--- config.mk ---
export PLATFORM = sky130hd
export DESIGN_NAME = ascon_bd_bridge
export DESIGN_NICKNAME = d
export VERILOG_FILES = /design/src/rtl/ascon_bd_bridge.sv
export SDC_FILE = /design/constraint.sdc
export NUM_CORES = 1
export LEC_CHECK = 0
export CAP_MARGIN = 0
export CORE_MARGIN = 2
export CORE_UTILIZATION = 35
export CTS_CLUSTER_SIZE = 14
export DETAILED_ROUTE_END_ITERATION = 12
export PLACE_DENSITY = 0.7
export REMOVE_ABC_BUFFERS = 1
export SLEW_MARGIN = 20
export SYNTH_ARGS = -nofsm -noshare
export SYNTH_HDL_FRONTEND = slang
export SYNTH_SLANG_ARGS = --single-unit
--- constraint.sdc ---
create_clock -name clk -period 2.7 [get_ports clk]
set_input_delay 0.54 -clock clk [delete_from_list [all_inputs] [get_ports clk]]
set_output_delay 0.54 -clock clk [all_outputs]
set_load 0.005 [all_outputs]
--- src/rtl/ascon_bd_bridge.sv ---
// Block-level front end for ascon_engine: serialises 128-bit command blocks onto the
// 16-bit toggle-handshake bus and reassembles response words. Optional macro: ASCON_BRIDGE_TIMEOUT_EN.
module ascon_bd_bridge #(
  parameter int unsigned TIMEOUT_CYCLES = 1024,
  parameter int unsigned ABORT_HOLD     = 4
) (
  input  logic         clk,
  input  logic         rst,
  input  logic         in_valid,
  output logic         in_ready,
  input  logic [3:0]   in_type,
  input  logic [127:0] in_block,
  input  logic         in_single,
  input  logic         in_mode,
  input  logic         in_abort,
  input  logic         in_capture,
  output logic         out_valid,
  input  logic         out_ready,
  output logic [127:0] out_block,
  output logic [15:0]  bd_in_data,
  output logic [15:0]  bd_in_config,
  input  logic [15:0]  bd_out_data,
  input  logic [15:0]  bd_out_config,
  output logic         err,
  output logic [2:0]   dbg_state
);

  // Host side is valid/ready: a block moves on the rising edge where in_valid && in_ready,
  // and out_block moves where out_valid && out_ready; out_valid/out_block hold until then.

  typedef enum logic [2:0] {
    ST_IDLE  = 3'd0,
    ST_SEND  = 3'd1,
    ST_WAIT  = 3'd2,
    ST_CAPT  = 3'd3,
    ST_OUT   = 3'd4,
    ST_ABORT = 3'd5
  } state_t;

  localparam logic [7:0] HOLD_LAST = 8'(ABORT_HOLD - 1);

  if (ABORT_HOLD < 1 || ABORT_HOLD > 256 || TIMEOUT_CYCLES < 2 || TIMEOUT_CYCLES > 65536)
  begin : g_bad_param
    $error("ascon_bd_bridge: ABORT_HOLD or TIMEOUT_CYCLES out of range");
  end

  state_t         state, state_next;
  logic [127:0]   blk_q;
  logic [3:0]     type_q;
  logic           single_q, mode_q, capture_q;
  logic [2:0]     word_cnt;
  logic [7:0]     hold_cnt;
  logic           tx_toggle;
  logic           ack_q;
  logic           ack;
  logic           accept;
  logic           last_word;
  logic           timeout;
  logic [15:0]    cur_word;
  logic           unused_cfg;

  function automatic logic [15:0] cfg_word(input logic [3:0] t, input logic last,
                                           input logic abort, input logic mode,
                                           input logic tgl);
    return {5'b0, t, last, abort, 1'b0, mode, 2'b0, tgl};
  endfunction

  assign unused_cfg = ^{bd_out_config[15:3], bd_out_config[1:0]};
  assign in_ready   = (state == ST_IDLE) && !rst;
  assign out_valid  = (state == ST_OUT);
  assign dbg_state  = state;
  assign accept     = in_valid && in_ready;
  assign ack        = (ack_q == tx_toggle);
  assign last_word  = (word_cnt == 3'd7) || single_q;

  // Word 0 is the most significant slice of the block.
  always_comb begin
    cur_word = blk_q[{~word_cnt, 4'b0} +: 16];
  end

`ifdef ASCON_BRIDGE_TIMEOUT_EN
  localparam logic [15:0] TO_LAST = 16'(TIMEOUT_CYCLES - 1);
  logic [15:0] to_cnt;

  always_ff @(posedge clk) begin
    if (rst || state != ST_WAIT) begin
      to_cnt <= 16'd0;
    end else begin
      to_cnt <= to_cnt + 16'd1;
    end
  end

  assign timeout = (state == ST_WAIT) && (to_cnt == TO_LAST);

  always_ff @(posedge clk) begin
    if (rst) begin
      err <= 1'b0;
    end else if (timeout && !ack) begin
      err <= 1'b1;
    end
  end
`else
  assign timeout = 1'b0;
  assign err     = 1'b0;
`endif

  always_ff @(posedge clk) begin
    if (rst) begin
      state <= ST_IDLE;
      ack_q <= 1'b0;
    end else begin
      state <= state_next;
      ack_q <= bd_out_config[2];
    end
  end

  always_comb begin
    state_next = state;
    case (state)
      ST_IDLE:  if (accept) state_next = in_abort ? ST_ABORT : ST_SEND;
      ST_SEND:  state_next = ST_WAIT;
      ST_WAIT: begin
        if (ack)          state_next = ST_CAPT;
        else if (timeout) state_next = ST_ABORT;
      end
      ST_CAPT: begin
        if (last_word) state_next = capture_q ? ST_OUT : ST_IDLE;
        else           state_next = ST_SEND;
      end
      ST_OUT:   if (out_ready) state_next = ST_IDLE;
      ST_ABORT: if (hold_cnt == HOLD_LAST) state_next = ST_IDLE;
      default:  state_next = ST_IDLE;
    endcase
  end

  // Bus outputs are only written on SEND, on ABORT entry/exit and in reset.
  always_ff @(posedge clk) begin
    if (rst) begin
      blk_q        <= '0;
      type_q       <= 4'd0;
      single_q     <= 1'b0;
      mode_q       <= 1'b0;
      capture_q    <= 1'b0;
      word_cnt     <= 3'd0;
      hold_cnt     <= 8'd0;
      tx_toggle    <= 1'b0;
      out_block    <= '0;
      bd_in_data   <= 16'd0;
      bd_in_config <= 16'd0;
    end else begin
      case (state)
        ST_IDLE: begin
          if (accept) begin
            blk_q     <= in_block;
            type_q    <= in_type;
            single_q  <= in_single;
            mode_q    <= in_mode;
            capture_q <= in_capture && !in_abort;
            word_cnt  <= 3'd0;
            hold_cnt  <= 8'd0;
            if (in_abort) begin
              bd_in_data   <= in_block[127:112];
              bd_in_config <= cfg_word(in_type, 1'b1, 1'b1, in_mode, ~tx_toggle);
              tx_toggle    <= ~tx_toggle;
            end
          end
        end
        ST_SEND: begin
          bd_in_data   <= cur_word;
          bd_in_config <= cfg_word(type_q, last_word, 1'b0, mode_q, ~tx_toggle);
          tx_toggle    <= ~tx_toggle;
        end
        ST_WAIT: begin
          if (!ack && timeout) begin
            hold_cnt     <= 8'd0;
            bd_in_data   <= 16'd0;
            bd_in_config <= cfg_word(type_q, 1'b1, 1'b1, mode_q, ~tx_toggle);
            tx_toggle    <= ~tx_toggle;
          end
        end
        ST_CAPT: begin
          if (capture_q) out_block <= {out_block[111:0], bd_out_data};
          if (!last_word) word_cnt <= word_cnt + 3'd1;
        end
        ST_ABORT: begin
          // Engine restarts with its echo at 0, so the bridge realigns to 0 too.
          if (hold_cnt == HOLD_LAST) begin
            bd_in_data   <= 16'd0;
            bd_in_config <= 16'd0;
            tx_toggle    <= 1'b0;
          end else begin
            hold_cnt <= hold_cnt + 8'd1;
          end
        end
        default: ;
      endcase
    end
  end

endmodule
### Word-level counts from Yosys, hierarchy flattened

Index checks and enable logic that the tools add are counted.

| cells by class | value |
|---|---|
| $add $sub $neg | 2 |
| equal/unequal tests | 15 |
| shift operators | 1 |
| muxes and demuxes | 25 |
| bitwise gates (word level) | 2 |
| reduce and logical (&&, ||, !) cells | 16 |

Operators by type and width:

| kind | number |
|---|---|
| 128-bit by 8-bit indexed part select with 16-bit output | 1 |
| 16-bit one-hot mux with 3 select lines | 2 |
| 16-bit 2-to-1 mux | 5 |
| 3-bit 2-to-1 mux | 9 |
| 3-bit one-hot mux with 6 select lines | 1 |
| 8-bit 2-to-1 mux | 2 |
| 8-bit one-hot mux with 2 select lines | 1 |
| 2-bit inequality test (second input constant) | 6 |
| 3-bit equality test (second input constant) | 3 |
| 8-bit by 1-bit adder with 8-bit output (second input constant) | 1 |
| 8-bit by 2-bit equality test with 1-bit output (second input constant) | 1 |
| 4-bit AND reduction | 2 |
| 3-bit by 2-bit equality test with 1-bit output (second input constant) | 2 |
| 3-bit one-hot mux with 2 select lines | 1 |
| 3-bit AND reduction | 2 |
| 2-bit AND reduction | 2 |
| 2-bit nonzero test | 2 |
| 3-bit by 1-bit adder with 3-bit output (second input constant) | 1 |
| 3-bit by 1-bit equality test with 1-bit output (second input constant) | 1 |
| 1-bit logical AND | 3 |
| 3-bit zero test | 1 |
| 1-bit 2-to-1 mux | 3 |
| 3-bit inverter | 1 |
| 1-bit one-hot mux with 3 select lines | 1 |
| other kinds (6) | 7 |

| storage, ports and cells | value |
|---|---|
| flip-flop bits (word level) | 311 |
| input port bits | 172 |
| output and inout bits | 166 |
| logic and storage cells | 74 |

### Longest topological paths before layout

Gate-level depths: netlist of run 1.

| logic depth | value |
|---|---|
| depth in word-level cells | 5 |
| gate-level depth with buffers | 8 |
| depth with buffers taken out | 6 |

### Worst setup path after synthesis of run 1

No wires, ideal clock.

| path | value |
|---|---|
| path kind | input to output |
| start point | in rst |
| end point | out in_ready |
| arrival | 1.508 ns |
| required time | 2.160 ns |
| setup slack | 0.652 ns |
| stages on the path | 4 |
| buffers on the path | 3 |
| cells stage by stage | clkbuf_1 -> clkbuf_1 -> clkbuf_1 -> nor4_1 |

| between the ends | value |
|---|---|
| longest elaborated chain between the ends | 2 |

Ends and longest elaborated chain:

| what | line | source |
|---|---|---|
| from (decl) | 8 | `input logic rst,` |
| 1-bit zero test | 69 | `assign in_ready = (state == ST_IDLE) && !rst;` |
| 1-bit logical AND | 69 |  |
| to (decl) | 10 | `output logic in_ready,` |

Every way passes these cells.

### Final worst setup path of run 1

| path | value |
|---|---|
| start point | reg state[2], in the netlist dbg_state[2] |
| end point | out out_valid |

| between the ends | value |
|---|---|
| longest elaborated chain between the ends | 1 |

Ends and longest elaborated chain:

| what | line | source |
|---|---|---|
| from (decl) | 47 | `state_t state, state_next;` |
| from (signal assigned) | 112 | `state <= state_next;` |
| 3-bit equality test | 70 | `assign out_valid = (state == ST_OUT);` |
| to (decl) | 17 | `output logic out_valid,` |

Every way passes these cells.

==> results.toml, run 1 <==
[setup_path]
rr_startpoint = "hold_cnt[0]"
cp.required_ns = 2.16
cp_max_fo = 19
r2r_setup_slack_ns = 0.46
r2r_end = "bd_in_data[7]"
worst_r2r_path_depth = 6
cp-start-kind = "flip-flop"
cp-end-kind = "output port"
worst-setup-path-type = "reg -> out"
arrival_ns = 1.96

[timing]
slew_violations = 0
maxSlewHeadroom_pct = 34.86
setup_viol = 0
period_share_pct = 92.43
fin_crit_ns = 2.496
rsz0062_at_grt = "no"
fmax_mhz = 400.7
worst_slew_pin_slew_ns = 0.9772
clock_skew_ns = 0.009603
hold_slack_ns = 0.4142
hold_viol_final = 0
setup_tns_ns = 0

[drt]
wl_per_cell_um = 16.56
viasPerCell = 4.954
routed_wirelength_mm = 37.24
ant_nets = 0
drc_errors = 0
num_vias = 11137
dr.pass1.iters = 8
drt-initial-drc-count = 600

[outcome]
status = "finished clean"

[yosys]
avgSynthCellArea_um2 = 8.210
syn_inst = 1516
yosysSeqAreaShare_pct = 48.74
synth-compound-area-share_pct = 11.67
synth_xor_area_share_pct = 0.4926
ys_warn_count = 0
syn-cell-area_um2 = 12450
synth.area.mux_share_pct = 5.308
synthArstFlopShare_pct = 0
ys.flop_type = "dfxtp_1"
synth_edf_count = 0
synthSimpleGateAreaFrac_pct = 28.55
synthAdderAreaFrac_pct = 0.3016
synth-seq-cells = 303
synth_top_family_by_area = "simple AND/OR/NAND/NOR gates"
yosysUniqueCellTypes = 47

[clock_tree]
root_buffer = "clkbuf_16"
cts_tree = "yes"
cts_max_path_buffers = 3
htreeDepth = 2
cts.reportedPaths.clkPinSlew_ns = 0.06
cts-resized-gates = 0
cts_buffers = 35
cts_hold_buf = 0
cts.sinks = 303
post_cts_buffers = 0
clkLatencyLatePin_ns = 0.51

[min_path]
min_to = "out_block[25]"
hold_path.class = "in -> reg"
worstHoldStart = "rst"
min_path_cells = 2

[die]
num_rows = 69
die_h_um = 192.6
die_area_um2 = 37080
top_level_ports = 338
start_util_pct = 35.25
coreArea_um2 = 35310
die_x_um = 192.6

[global_route]
grt_antenna_before_repair = 2
met1_usage_pct = 25.39
grt_pass1_wl_mm = 56.53
grtUsageMet3_pct = 3.182
grt_max_degree = 172
gr-max-usage-layer = "met2"
grt_overflow = 0
track_usage_pct = 19.27
grt_pass1_vias = 10358
grt_use_met2_pct = 31.77

[finish]
area_delta_synth_final_pct = 36.94
finalNetCount = 1942
fin_area_um2 = 17040
fillCellCount = 3370
post_route_cells_drive_above_1_share_pct = 6.387

[power_and_ir_drop]
vdd_drop_max_v = 0.0004252
p_leak_nw = 6.322
powerDensity_nw_per_um2 = 627.8
power_mw = 10.70

[placement]
numPortBuffers = 313
gp_congestion = 0.7940
dp_hpwl_mm = 24.29
place_area_um2 = 15980

[flow_run]
max-cap-violations = 0
worst max-delay path by stage:
stage,end,startpoint
2_1_floorplan,capture_q,in_valid
3_5_place_dp,blk_q[86],in_valid
6_report,out_valid,dbg_state[2]
4_1_cts,in_ready,dbg_state[2]
3_3_place_gp,blk_q[86],in_valid
5_1_grt,in_ready,dbg_state[2]
placed cells by master, fill, tap and decap left out, types with 11 or more instances in the layout:
| master | Yosys | final |
|---|---|---|
| a22oi_1 | 19 | 19 |
| mux2i_1 | 66 | 66 |
| nand3_1 | 21 | 21 |
| nand2_1 | 564 | 562 |
| clkdlybuf4s50_1 | 0 | 312 |
| a21oi_2 | 13 | 13 |
| nand3b_1 | 136 | 136 |
| clkbuf_16 | 0 | 37 |
| a21oi_1 | 167 | 167 |
| dfxtp_1 | 303 | 302 |
| buf_12 | 1 | 14 |
| buf_4 | 11 | 11 |
flip-flops by register name, summed over array words and instances, names as in the netlist:
register and cells:
bd_in_config 8, mode_q 1, word_cnt 3, capture_q 1
ack_q 1, hold_cnt 8, blk_q 128, bd_in_data 16
dbg_state 3, type_q 4, out_block 128, tx_toggle 1
single_q 1
area by class of cell:
type / count / area, µm² / share of cell area [%]
clock inverter: 5 / 28.78 / 0.1689
multi-input combinational: 1088 / 5834 / 34.23
sequential: 303 / 6070 / 35.61
clock buffer: 50 / 1025 / 6.013
antenna: 2 / 5.005 / 0.02937
inverter: 1 / 3.754 / 0.02202
tap: 461 / 576.8 / 3.384
timing repair buffer: 338 / 3500 / 20.53
stage by stage:
stage                     worst slack [ns]  utilization [%]  std cells
after floorplan                    -0.8227                -       1392
after global placement              0.2767            45.27       2191
after detailed placement            0.2564            45.27       2191
after CTS                           0.2132            48.25       2246
after global routing               0.08177            48.27       2248
final                               0.2045            48.27       2248
Yosys cell counts (11+ instances only):
master	number	area share (%)
nand2_1	564	17
dfxtp_1	303	49
a21oi_1	167	6.7
nand3b_1	136	8.2
clkbuf_1	73	2.2
mux2i_1	66	5.3
buf_2	37	1.5
nand3_1	21	0.84
a22oi_1	19	1.1
a21oi_2	13	0.91
buf_4	11	0.66
layer usage:
layer	up-vias	share of wire [%]
met5	-	0
met4	0	2.9
met3	79	4.5
met2	268	48
met1	5264	44
li1	5526	-
critical path, stage by stage, from the launching register on:
cell,delay (ns)
dfxtp_1,0.72
and2_1,0.23
clkdlybuf4s50_1,0.50
kinds of logic after synthesis:
group,count (synthesis)
muxes,66
and+or+nand+nor,771
AOI/OAI and AO/OA,232
adders and majority gates,3
DFF,303
other,1
xor gates and xnor gates,7
buffers and inverters,133
power breakdown:
part	total [mW]	leakage [nW]	internal, mW	switching [mW]
registers	4.95	2.47	4.77	0.180
clock network	4.43	0.521	2.62	1.81
logic	1.32	3.33	0.668	0.656
total	10.7	6.32	8.05	2.65
Note: power is estimated with default switching activity, not from simulation.
==> run 2: changes to the inputs <==
--- a/config.mk
+++ b/config.mk
@@ -5,6 +5,7 @@
 export SDC_FILE = /design/constraint.sdc
 export NUM_CORES = 1
 export LEC_CHECK = 0
+export ABC_CLOCK_PERIOD_IN_PS = 2700
 export CAP_MARGIN = 0
 export CORE_MARGIN = 2
 export CORE_UTILIZATION = 35
==> results of run 2 <==
Same layout as run 1: the final DEF is identical, and so are final timing and power.
